**src/rtl/flb_pkg.sv**
```systemverilog
// Shared types and constants for the FLB band calibration controller.
package flb_pkg;

    localparam int unsigned BAND_W   = 8;
    localparam int unsigned SETTLE_W = 8;

    // Mid-scale code for a band of width w: only the MSB set.
    function automatic logic [31:0] mid_code(input int unsigned w);
        return 32'(1) << (w - 1);
    endfunction

    localparam logic [BAND_W-1:0] BAND_MID = BAND_W'(mid_code(BAND_W));

    typedef enum logic [2:0] {
        StIdle,
        StSettle,
        StReq,
        StWait,
        StDone,
        StErr,
        StMan
    } flb_cal_state_e;

endpackage

```
**src/rtl/flb_cal_timer.sv**
```systemverilog
// Loadable saturating down-counter; zero marks expiry of the current settle or timeout interval.
module flb_cal_timer #(
    parameter int unsigned W = 10
) (
    input  logic         clk,
    input  logic         rst_n,
    input  logic         load,
    input  logic [W-1:0] load_val,
    input  logic         dec,
    output logic         zero
);

    logic [W-1:0] cnt_q;

    always_ff @(posedge clk or negedge rst_n) begin
        if (!rst_n) begin
            cnt_q <= '0;
        end else if (load) begin
            cnt_q <= load_val;
        end else if (dec && (cnt_q != '0)) begin
            cnt_q <= cnt_q - W'(1);
        end
    end

    assign zero = (cnt_q == '0);

endmodule

```
**src/rtl/flb_band_cal_ctrl.sv**
```systemverilog
// SAR band calibration controller: searches the FLB coarse band MSB-first against an external
// frequency comparator, holding the loop during the search and releasing it when done.
module flb_band_cal_ctrl #(
    parameter int unsigned BAND_W   = flb_pkg::BAND_W,
    parameter int unsigned SETTLE_W = flb_pkg::SETTLE_W,
    parameter int unsigned TMO_CYC  = 1023
) (
    input  logic                ref_clk,
    input  logic                csr_flb_rst_n,
    input  logic                csr_flb_cal_start,
    input  logic [SETTLE_W-1:0] csr_flb_cal_settle,
    input  logic                csr_flb_cal_man_on,
    input  logic [BAND_W-1:0]   csr_flb_cal_man_band,
    input  logic                meas_valid,
    input  logic                meas_fast,
    output logic                meas_req,
    output logic [BAND_W-1:0]   band,
    output logic                dlf_hold,
    output logic                sdm_gate,
    output logic                cal_busy,
    output logic                cal_done,
    output logic                cal_err
);

    import flb_pkg::*;

    localparam int unsigned IDX_W = (BAND_W > 1) ? $clog2(BAND_W) : 1;
    localparam int unsigned TMO_W = $clog2(TMO_CYC + 1);
    localparam int unsigned TMR_W = (SETTLE_W > TMO_W) ? SETTLE_W : TMO_W;

    localparam logic [BAND_W-1:0] MID_CODE = BAND_W'(mid_code(BAND_W));
    localparam logic [IDX_W-1:0]  IDX_TOP  = IDX_W'(BAND_W - 1);
    localparam logic [TMR_W-1:0]  TMO_LOAD = TMR_W'(TMO_CYC - 1);

    flb_cal_state_e    state_q;
    logic              start_q;
    logic              start_prev_q;
    logic [BAND_W-1:0] result_q;
    logic [IDX_W-1:0]  idx_q;

    logic              start_edge;
    logic              can_start;
    logic              go_first;
    logic              go_next;
    logic [BAND_W-1:0] bit_cur;
    logic [BAND_W-1:0] bit_nxt;
    logic [BAND_W-1:0] trial;
    logic [BAND_W-1:0] res_next;
    logic              tmr_load;
    logic              tmr_dec;
    logic              tmr_zero;
    logic [TMR_W-1:0]  tmr_load_val;
    logic [TMR_W-1:0]  settle_load;

    always_ff @(posedge ref_clk or negedge csr_flb_rst_n) begin
        if (!csr_flb_rst_n) begin
            start_q      <= 1'b0;
            start_prev_q <= 1'b0;
        end else begin
            start_q      <= csr_flb_cal_start;
            start_prev_q <= start_q;
        end
    end

    assign start_edge = start_q & ~start_prev_q;
    assign can_start  = (state_q == StIdle) || (state_q == StDone) || (state_q == StErr);
    assign go_first   = !csr_flb_cal_man_on && can_start && start_edge;
    assign go_next    = !csr_flb_cal_man_on && (state_q == StWait) && meas_valid
                        && (idx_q != '0);

    assign bit_cur  = BAND_W'(1) << idx_q;
    assign bit_nxt  = BAND_W'(1) << (idx_q - IDX_W'(1));
    assign trial    = result_q | bit_cur;
    // A fast DCO means the trial bit overshoots the target, so it is dropped.
    assign res_next = meas_fast ? result_q : trial;

    // A settle CSR of 0 still gives one settle cycle.
    assign settle_load = (csr_flb_cal_settle == '0) ? '0
                       : TMR_W'(csr_flb_cal_settle - SETTLE_W'(1));

    always_comb begin
        tmr_load     = go_first || go_next || (state_q == StReq);
        tmr_load_val = (state_q == StReq) ? TMO_LOAD : settle_load;
        tmr_dec      = (state_q == StSettle) || (state_q == StWait);
    end

    flb_cal_timer #(
        .W (TMR_W)
    ) u_timer (
        .clk      (ref_clk),
        .rst_n    (csr_flb_rst_n),
        .load     (tmr_load),
        .load_val (tmr_load_val),
        .dec      (tmr_dec),
        .zero     (tmr_zero)
    );

    always_ff @(posedge ref_clk or negedge csr_flb_rst_n) begin
        if (!csr_flb_rst_n) begin
            state_q  <= StIdle;
            result_q <= '0;
            idx_q    <= IDX_TOP;
            band     <= MID_CODE;
            meas_req <= 1'b0;
            dlf_hold <= 1'b1;
            sdm_gate <= 1'b0;
            cal_busy <= 1'b0;
            cal_done <= 1'b0;
            cal_err  <= 1'b0;
        end else begin
            meas_req <= 1'b0;
            if (csr_flb_cal_man_on) begin
                state_q  <= StMan;
                band     <= csr_flb_cal_man_band;
                dlf_hold <= 1'b0;
                sdm_gate <= 1'b1;
                cal_busy <= 1'b0;
                cal_done <= 1'b0;
                cal_err  <= 1'b0;
            end else begin
                unique case (state_q)
                    StIdle, StDone, StErr: begin
                        if (start_edge) begin
                            state_q  <= StSettle;
                            result_q <= '0;
                            idx_q    <= IDX_TOP;
                            band     <= MID_CODE;
                            dlf_hold <= 1'b1;
                            sdm_gate <= 1'b0;
                            cal_busy <= 1'b1;
                            cal_done <= 1'b0;
                            cal_err  <= 1'b0;
                        end
                    end
                    StSettle: begin
                        if (tmr_zero) begin
                            state_q  <= StReq;
                            meas_req <= 1'b1;
                        end
                    end
                    StReq: begin
                        state_q <= StWait;
                    end
                    StWait: begin
                        if (meas_valid) begin
                            result_q <= res_next;
                            if (idx_q != '0) begin
                                idx_q   <= idx_q - IDX_W'(1);
                                band    <= res_next | bit_nxt;
                                state_q <= StSettle;
                            end else begin
                                band     <= res_next;
                                state_q  <= StDone;
                                cal_busy <= 1'b0;
                                cal_done <= 1'b1;
                                dlf_hold <= 1'b0;
                                sdm_gate <= 1'b1;
                            end
                        end else if (tmr_zero) begin
                            state_q  <= StErr;
                            band     <= MID_CODE;
                            cal_busy <= 1'b0;
                            cal_err  <= 1'b1;
                            dlf_hold <= 1'b1;
                            sdm_gate <= 1'b0;
                        end
                    end
                    StMan: begin
                        // Leaving manual keeps the last manual band on the FLB.
                        state_q  <= StIdle;
                        dlf_hold <= 1'b1;
                        sdm_gate <= 1'b0;
                    end
                    default: begin
                        state_q <= StIdle;
                    end
                endcase
            end
        end
    end

endmodule

```
**config.mk**
```make
export PLATFORM = sky130hd
export DESIGN_NAME = flb_band_cal_ctrl
export DESIGN_NICKNAME = d
export VERILOG_FILES = /design/src/rtl/flb_pkg.sv /design/src/rtl/flb_cal_timer.sv /design/src/rtl/flb_band_cal_ctrl.sv
export SDC_FILE = /design/constraint.sdc
export NUM_CORES = 1
export LEC_CHECK = 0
export ABC_AREA = 1
export CAP_MARGIN = 10
export CORE_ASPECT_RATIO = 0.9
export CORE_MARGIN = 2
export CORE_UTILIZATION = 55
export CTS_CLUSTER_SIZE = 10
export DETAILED_ROUTE_END_ITERATION = 10
export GPL_TIMING_DRIVEN = 0
export PLACE_DENSITY = 0.89
export SLEW_MARGIN = 20
export SYNTH_ARGS = -nofsm -noshare
export SYNTH_HDL_FRONTEND = slang
export SYNTH_SLANG_ARGS = --single-unit
```
**constraint.sdc**
```tcl
create_clock -name ref_clk -period 2.4 [get_ports ref_clk]
set_input_delay 0.24 -clock ref_clk [delete_from_list [all_inputs] [get_ports ref_clk]]
set_output_delay 0.24 -clock ref_clk [all_outputs]
set_load 0.05 [all_outputs]
```
### Word level (Yosys, flattened, before mapping)

Cells that the tools add are included.

* output and inout port bits: 14
* memory bits (writable): 0
* bits of input ports: 22
* memories: 0
* logic and storage cells: 119
* latch bits: 0
* ROM bits: 0
* bits in registers: 40

* equality and inequality tests: 17
* $mul: 0
* reductions and logical operators: 30
* div/mod/pow operators: 0
* muxes and demuxes: 49
* bitwise logic cells: 5
* shifts and indexed selects: 2
* $lt $le $gt $ge: 0
* add/subtract/negate cells: 3

Operator list (count)
* $mux 8: 8
* $mux 10: 4
* $pmux 8 s2: 2
* $mux 3: 9
* $reduce_and 4->1: 5
* $mux 1: 19
* $ne 3x3->1 const B: 6
* $or 8x8->8: 2
* $shl 1x3->8 const A: 2
* $pmux 3 s4: 1
* $logic_not 10->1: 1
* $reduce_bool 10->1: 1
* $sub 10x1->10 const B: 1
* $eq 3x3->1 const B: 3
* $sub 8x1->9 const B: 1
* $logic_not 8->1: 1
* $ne 4x4->1 const B: 2
* $eq 3x2->1 const B: 2
* $logic_and 1x1->1: 6
* $pmux 1 s2: 3
* $pmux 1 s3: 2
* $pmux 3 s2: 1
* $reduce_and 3->1: 2
* $reduce_bool 3->1: 2
* other kinds (13): 20

### Longest topological paths before layout

* depth in word-level cells: 8
* gate-level depth with buffers: 11
* gate-level depth less buffers: 11

### By module

A second synthesis with hierarchy kept.

* cell total of the unflattened synthesis: 376
* area total of the unflattened synthesis: 2597.5 µm²

Modules (own cells, without submodules)
* flb_band_cal_ctrl: area each 1839.3 µm², times used 1, sequential area each 757.0 µm², cells an instance 258
* flb_cal_timer: area each 758.2 µm², times used 1, sequential area each 250.2 µm², cells an instance 118

### Least setup slack after synthesis

OpenSTA, ideal clock, no wires.

* path kind: reg-to-reg
* from: register idx_q[0]
* to: register u_timer.cnt_q[4]
* library setup time: 0.117 ns
* path slack: 0.679 ns
* clock period less this slack: 1.721 ns
* required time: 2.283 ns
* buffers on the path: 1
* stages on the path, launching flop included: 12
* arrival: 1.604 ns
* cells stage by stage: dfstp_2 > inv_1 > ha_1 > nand2_1 > nand3_2 > nand2_4 > nor2_4 > buf_6 > nand2_1 > nand2_1 > nand2_1 > nand2_1

* cells in the longest elaborated chain, start to end: 5
* elaborated cells between the ends (all ways): 6
* classes of those cells: mux (1); reduce/logical (5)

Ends and longest elaborated chain
* from (decl): RTL line flb_band_cal_ctrl.sv:39 `logic [IDX_W-1:0] idx_q;`
* from (signal assigned): RTL line flb_band_cal_ctrl.sv:148 `idx_q <= idx_q - IDX_W'(1);`
* $reduce_bool 3->1 (*): RTL line flb_band_cal_ctrl.sv:69 `&& (idx_q != '0);`
* $logic_and 1x1->1 (*): RTL line flb_band_cal_ctrl.sv:69
* $logic_or 1x1->1 (*) (2 in a row): RTL line flb_band_cal_ctrl.sv:82 `tmr_load = go_first || go_next || (state_q == StReq);`
* $mux 10 / $reduce_bool 2->1 (equally long branches)
* to (signal assigned): RTL line flb_cal_timer.sv:19 `cnt_q <= load_val;`
* to (signal assigned): RTL line flb_cal_timer.sv:21 `cnt_q <= cnt_q - W'(1);`
* to (decl): RTL line flb_cal_timer.sv:13 `logic [W-1:0] cnt_q;`

Every way passes the cells marked *; elsewhere a longest branch is shown, timed or not.
A chain may end at the register's enable or synchronous reset.

### Worst setup path after layout

* from: register idx_q[0]
* to: register u_timer.cnt_q[9]

Same word-level chain as after synthesis.

==> out/metrics.cfg <==
[route]
dr.pass1.iters = 5
routed_wirelength_um = 6148
vias_per_cell = 5.399
ant_nets = 0
via_count = 2424
drc = 0
routedWlPerCell_um = 13.69
drtIter0Drc = 257

[layout]
diodes = 0
postLayoutCellArea_um2 = 3159
fillers = 366
drive_gt1_frac = 0.1705
areaGrowthSynthToFinish_pct = 22.81
final_cells = 449
nNetsFinal = 416

[yosys]
synth.most_common_cell = nand2_1
synth_top_area_share = 0.3405
syn_area_um2 = 2572
synth-warning-count = 0
synthDistinctLibCells = 33
synthArstFlopShare = 1.000
syn_area_per_cell_um2 = 7.522
synth-edff-count = 0
synth_cells = 342
yosys-top-cells-area = dfrtp_1, nand2_1, inv_1, dfstp_2, o21ai_0
synthTopCellsByCount = nand2_1, inv_1, dfrtp_1, nor2_1, o21ai_0
syn_nets = 372
ys_seq_area_frac = 0.3915
synth_seq_cells = 40
yosys.area.top_type = dfrtp_1
ys.flop_type = dfrtp_1

[global_route]
grt_remaining_overflow = 0
track_usage = 0.2480
grt_pass1_wl_um = 10230
grt_pass1_vias = 2226
grt_max_degree = 24
antenna_found_initial = 0

[timing]
worst_pin_slew_ns = 0.5034
min_period_ns = 2.043
post-route-period-util = 0.8512
slew_viol_final = 0
rsz0062_at_grt = no
hold_viol = 0
fmaxAchievable_ghz = 0.4895
fin_skew_ns = 0.001485
max_slew_margin = 0.6633
fin_tns_setup_ns = 0
final-setup-viol-count = 0

[worst_setup_path]
worstPathArrival_ns = 2.21
path_cells = inv_1 > ha_1 > nand2_1 > nand3_2 > nand2_4 > inv_2 > a21oi_1 > a21oi_1
critical_path.startpoint_type = flop
cpPeakStageDelay_ns = 0.57
cp_common_cell = a21oi_1
crit_required_ns = 2.57
end_kind = flop
reg2regPathDepth = 8
timing_worst_setup_path_type = flop to flop
cp_slowest_cell = dfstp_2
cp_max_fo = 7

[flow_run]
maxCapViolCount = 0

[placed_design]
dp_cells = 440
port_buffers = 35
gp_congestion = 0.8998
hpwl_um = 4554
dpl_cell_area_um2 = 3023

[floorplan]
initial_core_util = 0.5730
die_x_um = 76.09
placementRows = 23
core_um2 = 4489
die_h_um = 68.88
fp.dieArea_um2 = 5241
io_pins = 36

[min_path]
min_path_cells = 1
min_path_type = input port to flop

[clock_network]
numCtsBuffers = 5
clock-root-buffer = clkbuf_8
ctsHtreeMaxLevel = 2
cts_tree = yes
clk_latency_ns = 0.30
cts_resized = 0
cts.sinks = 40
clock_path_buffers = 2
clk_pin_slew_ns = 0.08

[power]
clock_power_share = 0.188
p_leak_uw = 0.001533
vdd_drop_max_v = 0.0008088
p_switching_uw = 1446
combinationalPowerShare = 0.485
intPower_uw = 1801
swShare = 0.4454
seq_power_share = 0.327
power_density_nw_per_um2 = 1028

[outcome]
run_status = complete, no violations

==> layer usage <==
layer	up-vias	routed length, um	GRT usage
met1	1162	2835	0.3225
met5	-	0	0
met2	62	2969	0.4263
met3	6	272	0.05990
li1	1194	-	-
met4	0	70	0.06591
==> power groups by stage <==
stage,logic [uW],registers (uW),clock network (uW)
floorplan,969,1220,0
global placement,1480,1060,0
detailed placement,1540,1070,0
CTS,1560,1060,616
global route,1740,1090,653
finish,1580,1060,610
==> worst paths after layout <==
kind                              startpoint  slack [ns]               end
max                                 idx_q[0]        0.36  u_timer.cnt_q[9]
min                        csr_flb_cal_start        0.37           start_q
max reg2reg                         idx_q[0]        0.36  u_timer.cnt_q[9]
min reg2reg                          start_q        0.39      start_prev_q
max in group asynchronous      csr_flb_rst_n        1.42          idx_q[2]
min in group asynchronous      csr_flb_rst_n        0.42      start_prev_q
==> cells in the final DEF, fill, tap and decap left out, types with 5 or more instances in the layout <==
cell type	instances
a22oi_1	8
nand2_1	87
ha_1	8
inv_1	37
dfrtp_1	35
dfstp_2	5
inv_2	7
clkbuf_8	7
a21oi_1	9
nand3_1	24
nand2_2	17
a31oi_1	7
clkdlybuf4s50_1	34
o21ai_0	25
nor2_1	29
==> registers in the layout (all words and copies together), names as in the netlist <==
name,flops
u_timer.cnt_q,10
band,8
result_q,8
idx_q,3
state_q,3
cal_busy,1
cal_done,1
cal_err,1
dlf_hold,1
meas_req,1
sdm_gate,1
start_prev_q,1
start_q,1
==> final cells by class <==
class | count | area [um^2] | share of cell area
multi-input combinational | 253 | 1361 | 0.4309
sequential | 40 | 1007 | 0.3188
timing repair buffer | 37 | 382.9 | 0.1212
inverter | 44 | 165.2 | 0.05228
clock buffer | 7 | 96.34 | 0.03050
tap | 62 | 77.57 | 0.02455
buffer | 5 | 38.79 | 0.01228
clock inverter | 1 | 30.03 | 0.009505
==> worst max-delay path, delay by kind of cell, from the launching register on <==
kind | cells | cell delay (ns)
buffers and inverters | 2 | 0.17
AO/OA/AOI/OAI | 2 | 0.40
flip-flops | 1 | 0.57
AND/OR/NAND/NOR | 3 | 0.51
adder cells (fa/ha/maj) | 1 | 0.26
==> what timing repair did <==
item                      in CTS  in global routing
hold endpoints to repair      17                  0
hold buffers                   1                  0
buffers inserted               0                  0
==> cell families (layout without fill, tap and decap cells) <==
family,after synthesis,count (layout),share of synthesized area
adder cells (fa/ha/maj),8,8,0.03891
AND/OR/NAND/NOR,173,173,0.3113
AO/OA/AOI/OAI,67,67,0.1620
flip-flops,40,40,0.3915
XOR/XNOR,5,5,0.01703
buffers and inverters,49,94,0.07928
==> through the flow <==
step	setup WS, ns	total power, uW	hold slack [ns]	utilization
floorplan	0.6790	2191	-0.05559	-
global placement	0.1172	2539	0.3637	0.6683
detailed placement	0.4479	2608	0.2188	0.6734
CTS	0.4251	3234	0.3738	0.7037
global route	0.2582	3481	0.3722	0.7037
finish	0.3572	3247	0.3746	0.7037
Note: power is estimated with default switching activity, not from simulation.
